==> config.mk <==
export PLATFORM = sky130hd
export DESIGN_NAME = sender_arbiter
export DESIGN_NICKNAME = d
export VERILOG_FILES = /design/src/rtl/sender_pkg.sv /design/src/rtl/sender_arbiter_rr_pick.sv /design/src/rtl/sender_arbiter.sv
export SDC_FILE = /design/constraint.sdc
export NUM_CORES = 1
export LEC_CHECK = 0
export CAP_MARGIN = 20
export CORE_UTILIZATION = 45
export DETAILED_ROUTE_END_ITERATION = 10
export PLACE_DENSITY = 0.8
export SLEW_MARGIN = 20
export SYNTH_ARGS = -nofsm -noshare
export SYNTH_HDL_FRONTEND = slang
export SYNTH_SLANG_ARGS = --single-unit
==> constraint.sdc <==
create_clock -name clk -period 6.5 [get_ports clk]
set_input_delay 1.625 -clock clk [delete_from_list [all_inputs] [get_ports clk]]
set_output_delay 1.625 -clock clk [all_outputs]
set_load 0.02 [all_outputs]
==> src/rtl/sender_pkg.sv <==
// Shared types and constants for the sender channel arbiter.
package sender_pkg;

  typedef enum logic [1:0] {
    IDLE    = 2'd0,
    SEND    = 2'd1,
    WAIT_LO = 2'd2,
    WAIT_HI = 2'd3
  } state_t;

  localparam int DEF_W = 16;  // default data word width
  localparam int TMR_W = 8;   // Ready-edge timeout counter width
  localparam int CNT_W = 4;   // words-per-grant counter width (BURST <= 15)
  localparam int IDX_W = 3;   // source index width (N <= 8)

  // Index of the set bit in a one-hot vector of up to 8 sources.
  function automatic logic [IDX_W-1:0] onehot_idx(input logic [7:0] oh);
    logic [IDX_W-1:0] idx;
    idx = '0;
    for (int i = 0; i < 8; i++) begin
      if (oh[i]) idx = idx | IDX_W'(i);
    end
    return idx;
  endfunction

endpackage

==> src/rtl/sender_arbiter_rr_pick.sv <==
// Combinational round-robin picker: first request strictly after ptr, wrapping.
module rr_pick #(
  parameter int N  = 4,
  parameter int PW = 2
) (
  input  logic [N-1:0]  req,
  input  logic [PW-1:0] ptr,
  output logic [N-1:0]  win,
  output logic          valid
);

  logic hi_found;
  logic lo_found;

  // Prefer the lowest request above the pointer; otherwise wrap to the lowest overall.
  // NOTE: every output gets a default first so no path leaves a value held, which would infer a latch.
  always_comb begin
    win      = '0;
    hi_found = 1'b0;
    lo_found = 1'b0;
    for (int i = 0; i < N; i++) begin
      if (!hi_found && req[i] && (i > int'(ptr))) begin
        win[i]   = 1'b1;
        hi_found = 1'b1;
      end
    end
    if (!hi_found) begin
      for (int i = 0; i < N; i++) begin
        if (!lo_found && req[i]) begin
          win[i]   = 1'b1;
          lo_found = 1'b1;
        end
      end
    end
    valid = |req;
  end

endmodule

==> src/rtl/sender_arbiter.sv <==
// Round-robin arbiter sharing one sender handshake channel among N producers.
module sender_arbiter
  import sender_pkg::*;
#(
  parameter int N       = 4,
  parameter int W       = DEF_W,
  parameter int BURST   = 4,
  parameter int TIMEOUT = 255
) (
  input  logic           clk,
  input  logic           Reset,
  input  logic [N-1:0]   srcTransmit,
  input  logic [N*W-1:0] srcData,
  output logic [N-1:0]   srcGrant,
  output logic [N-1:0]   srcAccept,
  output logic           sdrTransmit,
  output logic [W-1:0]   sdrDataIn,
  input  logic           sdrReady,
  output logic           busErr,
  output logic [2:0]     errSrc
);

  localparam int PW = (N > 1) ? $clog2(N) : 1;

  state_t           state;
  logic [PW-1:0]    ptr;
  logic [PW-1:0]    gidx;
  logic [CNT_W-1:0] count;
  logic [TMR_W-1:0] timer;

  logic [N-1:0]     win;
  logic             win_valid;
  logic [PW-1:0]    win_idx;
  logic [W-1:0]     win_data;
  logic [W-1:0]     grant_data;
  logic             expired;
  logic             more;

  rr_pick #(.N(N), .PW(PW)) u_pick (
    .req   (srcTransmit),
    .ptr   (ptr),
    .win   (win),
    .valid (win_valid)
  );

  // Winner index and the data words of the candidate and the current owner.
  always_comb begin
    win_idx    = PW'(onehot_idx(8'(win)));
    win_data   = srcData[int'(win_idx)*W +: W];
    grant_data = srcData[int'(gidx)*W +: W];
    expired    = (timer <= TMR_W'(1));
    more       = (count < CNT_W'(BURST)) && srcTransmit[gidx];
  end

  // Grant/handshake FSM with registered outputs and Ready-edge watchdog.
  // NOTE: sequential state uses non-blocking assignments so every register samples pre-edge values.
  always_ff @(posedge clk or negedge Reset) begin
    if (!Reset) begin
      state       <= IDLE;
      ptr         <= PW'(N - 1);
      gidx        <= '0;
      count       <= '0;
      timer       <= '0;
      srcGrant    <= '0;
      srcAccept   <= '0;
      sdrTransmit <= 1'b0;
      sdrDataIn   <= '0;
      busErr      <= 1'b0;
      errSrc      <= '0;
    end else begin
      srcAccept <= '0;
      case (state)
        IDLE: begin
          if (win_valid) begin
            srcGrant    <= win;
            ptr         <= win_idx;
            gidx        <= win_idx;
            count       <= '0;
            sdrTransmit <= 1'b1;
            sdrDataIn   <= win_data;
            state       <= SEND;
          end
        end
        SEND: begin
          if (sdrReady) begin
            // Word taken this cycle; acceptance wins over a simultaneous withdrawal.
            srcAccept   <= srcGrant;
            count       <= count + CNT_W'(1);
            timer       <= TMR_W'(TIMEOUT);
            sdrTransmit <= 1'b0;
            state       <= WAIT_LO;
          end else if (!srcTransmit[gidx]) begin
            srcGrant    <= '0;
            sdrTransmit <= 1'b0;
            state       <= IDLE;
          end else begin
            sdrDataIn <= grant_data;
          end
        end
        WAIT_LO, WAIT_HI: begin
          if ((state == WAIT_LO) && !sdrReady) begin
            timer <= TMR_W'(TIMEOUT);
            state <= WAIT_HI;
          end else if ((state == WAIT_HI) && sdrReady) begin
            if (more) begin
              sdrTransmit <= 1'b1;
              sdrDataIn   <= grant_data;
              state       <= SEND;
            end else begin
              srcGrant <= '0;
              state    <= IDLE;
            end
          end else if (expired) begin
            // Sender stalled: flag it, remember the first offender, free the channel.
            busErr   <= 1'b1;
            if (!busErr) errSrc <= IDX_W'(gidx);
            srcGrant <= '0;
            timer    <= '0;
            state    <= IDLE;
          end else begin
            timer <= timer - TMR_W'(1);
          end
        end
        default: state <= IDLE;
      endcase
    end
  end

endmodule

[Yosys cells after proc, flatten, opt, wreduce, memory -nomap -nowiden]
Index checks and enable logic that the tools add are counted.
Cells by class
  muxes and demuxes: 60
  $add $sub $neg: 2
  reduce and logical (&&, ||, !) cells: 31
  eq/ne operators: 16
  magnitude comparators: 6
  bitwise operators: 3
  shifts and indexed selects: 2
Operator list (count)
  $shiftx A64 B7 Y16: 2
  $mux W16: 6
  $mux W4: 12
  $pmux W16 S3: 1
  $mux W8: 4
  $mux W1: 23
  $mux W2: 8
  $pmux W8 S2: 1
  $ne A2 B2 Y1 const B: 7
  $ne A3 B3 Y1 const B: 4
  $pmux W4 S3: 1
  $reduce_and A6 Y1: 2
  $logic_and A1 B1 Y1: 11
  $reduce_and A5 Y1: 2
  $reduce_and A3 Y1: 3
  $le A8 B1 Y1 const B: 1
  $pmux W4 S2: 1
  $sub A8 B1 Y8 const B: 1
  $logic_not A1 Y1: 6
  $pmux W2 S3: 1
  $add A4 B1 Y4 const B: 1
  $eq A2 B2 Y1 const B: 2
  $gt A2 B2 Y1 const A: 2
  $lt A4 B3 Y1 const B: 1
  other kinds (14): 17
Word-level totals
  word-level logic and storage cells: 131
  register bits after elaboration: 46

[Depth between registers and ports, before layout]
  word-level depth: 30
  mapped depth: 8
  gate-level depth less buffers: 7

[By module]
Synthesis repeated with hierarchy kept, for this count alone.
Unflattened totals
  cells, all modules: 315
  area, all modules: 2849.0 um^2
Modules (own cells, without submodules)
  sender_arbiter: cells an instance 296, area each 2741.4 um^2, seq. area each 1153.6 um^2, times used 1
  rr_pick: cells an instance 19, area each 107.6 um^2, seq. area each 0.0 um^2, times used 1

[Least setup slack after synthesis]
Ideal clock, no wire load.
  path kind: input port to flip-flop
  from: in srcTransmit[3]
  to: reg sdrDataIn[15]
  stages on the path: 7
  path slack: 3.001 ns
  arrival: 3.374 ns
  library setup time: 0.125 ns
  path buffers: 2
  required time: 6.375 ns
  cell sequence: buf_2 > mux2i_1 > o221ai_2 > mux2i_4 > buf_6 > mux4_2 > mux2_4
On the way
  cells in the longest elaborated chain, start to end: 10
RTL lines
  from (decl): RTL line sender_arbiter.sv:12  | input logic [N-1:0] srcTransmit,
  $logic_and A1 B1 Y1 (2 in series): RTL line sender_arbiter_rr_pick.sv:22  | if (!hi_found && req[i] && (i > int'(ptr))) begin
  $mux W1: RTL line sender_arbiter_rr_pick.sv:22
  $mux W4: RTL line sender_arbiter_rr_pick.sv:27  | if (!hi_found) begin
  $mux W1: RTL line sender_pkg.sv:21  | if (oh[i]) idx = idx | IDX_W'(i);
  $mux W2 (2 in series): RTL line sender_pkg.sv:21
  $shiftx A64 B7 Y16: RTL line sender_arbiter.sv:49  | win_data = srcData[int'(win_idx)*W +: W];
  $mux W16: RTL line sender_arbiter.sv:74  | if (win_valid) begin
  $pmux W16 S3: RTL line sender_arbiter.sv:72  | case (state)
  to (signal assigned): RTL line sender_arbiter.sv:80  | sdrDataIn <= win_data;
  to (signal assigned): RTL line sender_arbiter.sv:97  | sdrDataIn <= grant_data;
  to (signal assigned): RTL line sender_arbiter.sv:107  | sdrDataIn <= grant_data;
  to (decl): RTL line sender_arbiter.sv:17  | output logic [W-1:0] sdrDataIn,
Several ways; a longest one is shown, not always the timed one. The select of a mux whose other input is x is not followed.
A chain may end at the register's enable or synchronous reset.

[Worst setup path in the final report]
  from: in sdrReady
  to: reg sdrDataIn[15]
On the way
  cells in the longest elaborated chain, start to end: 4
RTL lines
  from (decl): RTL line sender_arbiter.sv:18  | input logic sdrReady,
  $logic_not A1 Y1: RTL line sender_arbiter.sv:101  | if ((state == WAIT_LO) && !sdrReady) begin
  $logic_and A1 B1 Y1: RTL line sender_arbiter.sv:101
  $ne A2 B2 Y1 (no line)
  $reduce_and A6 Y1 (no line) *
Mark *: on every way between the ends. The rest lies on a longest branch, timed or not.

==> impl_metrics.ini <==
[cells_and_area]
nets = 413
final_common_cell = clkdlybuf4s50_1
finish.utilization_pct = 64.9
drive_gt1_share_pct = 15.3
area_growth_pct = 38.2
antenna_cells = 0
mostFrequentLayoutCells = clkdlybuf4s50_1 (97), dfrtp_1 (44), nand2_1 (24)
fin_cells = 415
stdcell_area_um2 = 3890

[setup_path]
cp.required_ns = 6.69
arrival_ns = 4.46
r2r-start = state[0]
slowest_stage = clkdlybuf4s50_1
regToRegSetupSlack_ns = 3.55
timing.rr.end = sdrDataIn[15]
cpPeakStageDelay_ns = 0.80
crit_path_cell_trace = clkdlybuf4s50_1 > and2_1 > a31oi_2 > a311oi_4 > buf_6 > mux2_4
path_max_fanout = 17
rr_worst_depth = 5
worst-setup-path-type = in -> reg
cp-end-kind = flop
cp-start-kind = input port

[sta]
finalSetupViolCount = 0
slew_headroom_pct = 40.9
rsz0062_at_grt = no
whs_ns = 0.511
max_clock_freq_ghz = 0.234
fin_setup_tns_ns = 0
worst_slack_ns = 2.23
finalCritPeriodShare_pct = 65.7
slew_viol_final = 0
max_slew.worst_pin.slew_ns = 0.868
hold_viol = 0
clock_skew_ns = 0.00844
period_needed_ns = 4.27

[clock_tree]
cts_tree = done
htreeDepth = 2
post_cts_buffers = 0
cts_hold_buf = 0
clk_latency_ns = 0.30
cts_sinks = 46
cts_max_path_buffers = 2
ctsResizeCount = 0
root_buffer = clkbuf_8
cts_made_buffers = 5
clk_pin_slew_ns = 0.08

[grt]
first_global_vias = 2227
grtUsageTotal_pct = 21.5
overflow = 0
grt_max_degree = 47
antenna_found_initial = 0
grt_pass1_wl_um = 10800

[logic_synthesis]
synthCells = 249
ys_types = 57
async_flop_share_pct = 100
seq_area_frac_synth_pct = 41.0
ys.flop_type = dfrtp_1
syn_nets = 323
yosysWarnings = 0
synth-seq-cells = 46
synth_edf_count = 0
synthesis.area_um2 = 2810
avgSynthCellArea_um2 = 11.3

[place]
io_buffers = 98
placed_cells = 406
placed_area_um2 = 3790
dp_slack_ns = 1.73
dp_hpwl_um = 5150
gp_congestion = 0.838

[route]
vias = 2364
routed_wl_um = 6830
detail_route.wl_per_cell_um = 16.5
drt_iter0_drc = 222
viasPerCell = 5.70
first_pass_iters = 4
drtAntennaViolNets = 0
drc = 0

[die]
num_rows = 28
dieArea_um2 = 6570
core_um2 = 5990
pin_count = 100
die_w_um = 81.1
start_util_pct = 47.0
fp.dieH_um = 81.1

[hold_path]
hold_path.class = reg -> reg
holdCritStartpoint = sdrDataIn[1]
holdPathStages = 1
whs_endpoint = sdrDataIn[1]

[power]
total_power_mw = 1.65
ir_drop_mv = 0.254
p_per_area_nw_per_um2 = 425
leakage_nw = 1.54

[job]
maxCapViolations = 0

[status]
status = complete, no violations
## cell families after synthesis
logic type / Yosys count / share of synthesized area, %
AO/OA/AOI/OAI: 56 / 14.3
other: 1 / 0.133
multiplexers: 38 / 23.8
adder cells (fa/ha/maj): 6 / 2.40
AND/OR/NAND/NOR: 76 / 13.3
flip-flops: 46 / 41.0
XOR/XNOR: 3 / 0.934
buffers and inverters: 23 / 4.14
## worst max-delay path: cells and delay by family
family / cells / cell delay (ns)
and+or+nand+nor: 1 / 0.54
muxes: 1 / 0.31
AOI/OAI and AO/OA: 2 / 0.93
buffers and inverters: 2 / 1.05
## routing by layer
layer | routed length, um | part of all wire, % | global-route usage [%]
met1 | 2790 | 41 | 28.6
met2 | 3650 | 53 | 35.5
met3 | 267 | 3.9 | 3.71
met4 | 123 | 1.8 | 6.96
met5 | 0 | 0 | 0
## cell usage after synthesis, types with 3 or more instances
| library cell | instances | share of area (%) |
|---|---|---|
| mux4_2 | 16 | 13 |
| xor2_1 | 3 | 0.93 |
| mux2_4 | 10 | 5.3 |
| nor2_1 | 15 | 2.0 |
| clkbuf_1 | 7 | 0.93 |
| nand2_1 | 24 | 3.2 |
| o22ai_1 | 6 | 1.3 |
| maj3_1 | 3 | 1.1 |
| a21oi_1 | 9 | 1.6 |
| and3_1 | 4 | 0.89 |
| dfrtp_1 | 44 | 39 |
| nand2b_1 | 5 | 1.1 |
| ha_1 | 3 | 1.3 |
| nor3_1 | 7 | 1.2 |
| inv_1 | 7 | 0.93 |
| nor2b_1 | 3 | 0.67 |
| a32o_1 | 4 | 1.4 |
| nand3_1 | 6 | 1.1 |
| buf_2 | 6 | 1.1 |
| o21ai_0 | 15 | 2.7 |
| mux2_2 | 8 | 3.2 |
## worst max-delay path by stage
stage,start,to,slack [ns],depth (start not counted)
3_3_place_gp,sdrReady,sdrDataIn[10],1.87,5
2_1_floorplan,srcTransmit[3],sdrDataIn[15],3.00,7
5_1_grt,sdrReady,sdrDataIn[15],2.07,6
4_1_cts,sdrReady,sdrDataIn[11],2.06,5
3_5_place_dp,sdrReady,sdrDataIn[11],1.73,5
6_report,sdrReady,sdrDataIn[15],2.23,6
## layout make-up
class,count,area (um2)
inverters,7,26.3
well taps,75,93.8
fillers,458,2100
multi-input cells,180,1540
flip-flops and latches,46,1150
repair buffers,99,990
clock buffers,8,80.1
## power by group
| group | internal (mW) | switching (mW) |
|---|---|---|
| logic | 0.539 | 0.431 |
| registers | 0.396 | 0.119 |
| clock network | 0.0765 | 0.0917 |
| total | 1.01 | 0.642 |
## flip-flops by register name, summed over array words and instances, names as in the netlist
signal,count
sdrDataIn,16
timer,8
count,4
srcAccept,4
srcGrant,4
errSrc,2
gidx,2
ptr,2
state,2
busErr,1
sdrTransmit,1
Note: power is estimated with default switching activity, not from simulation.
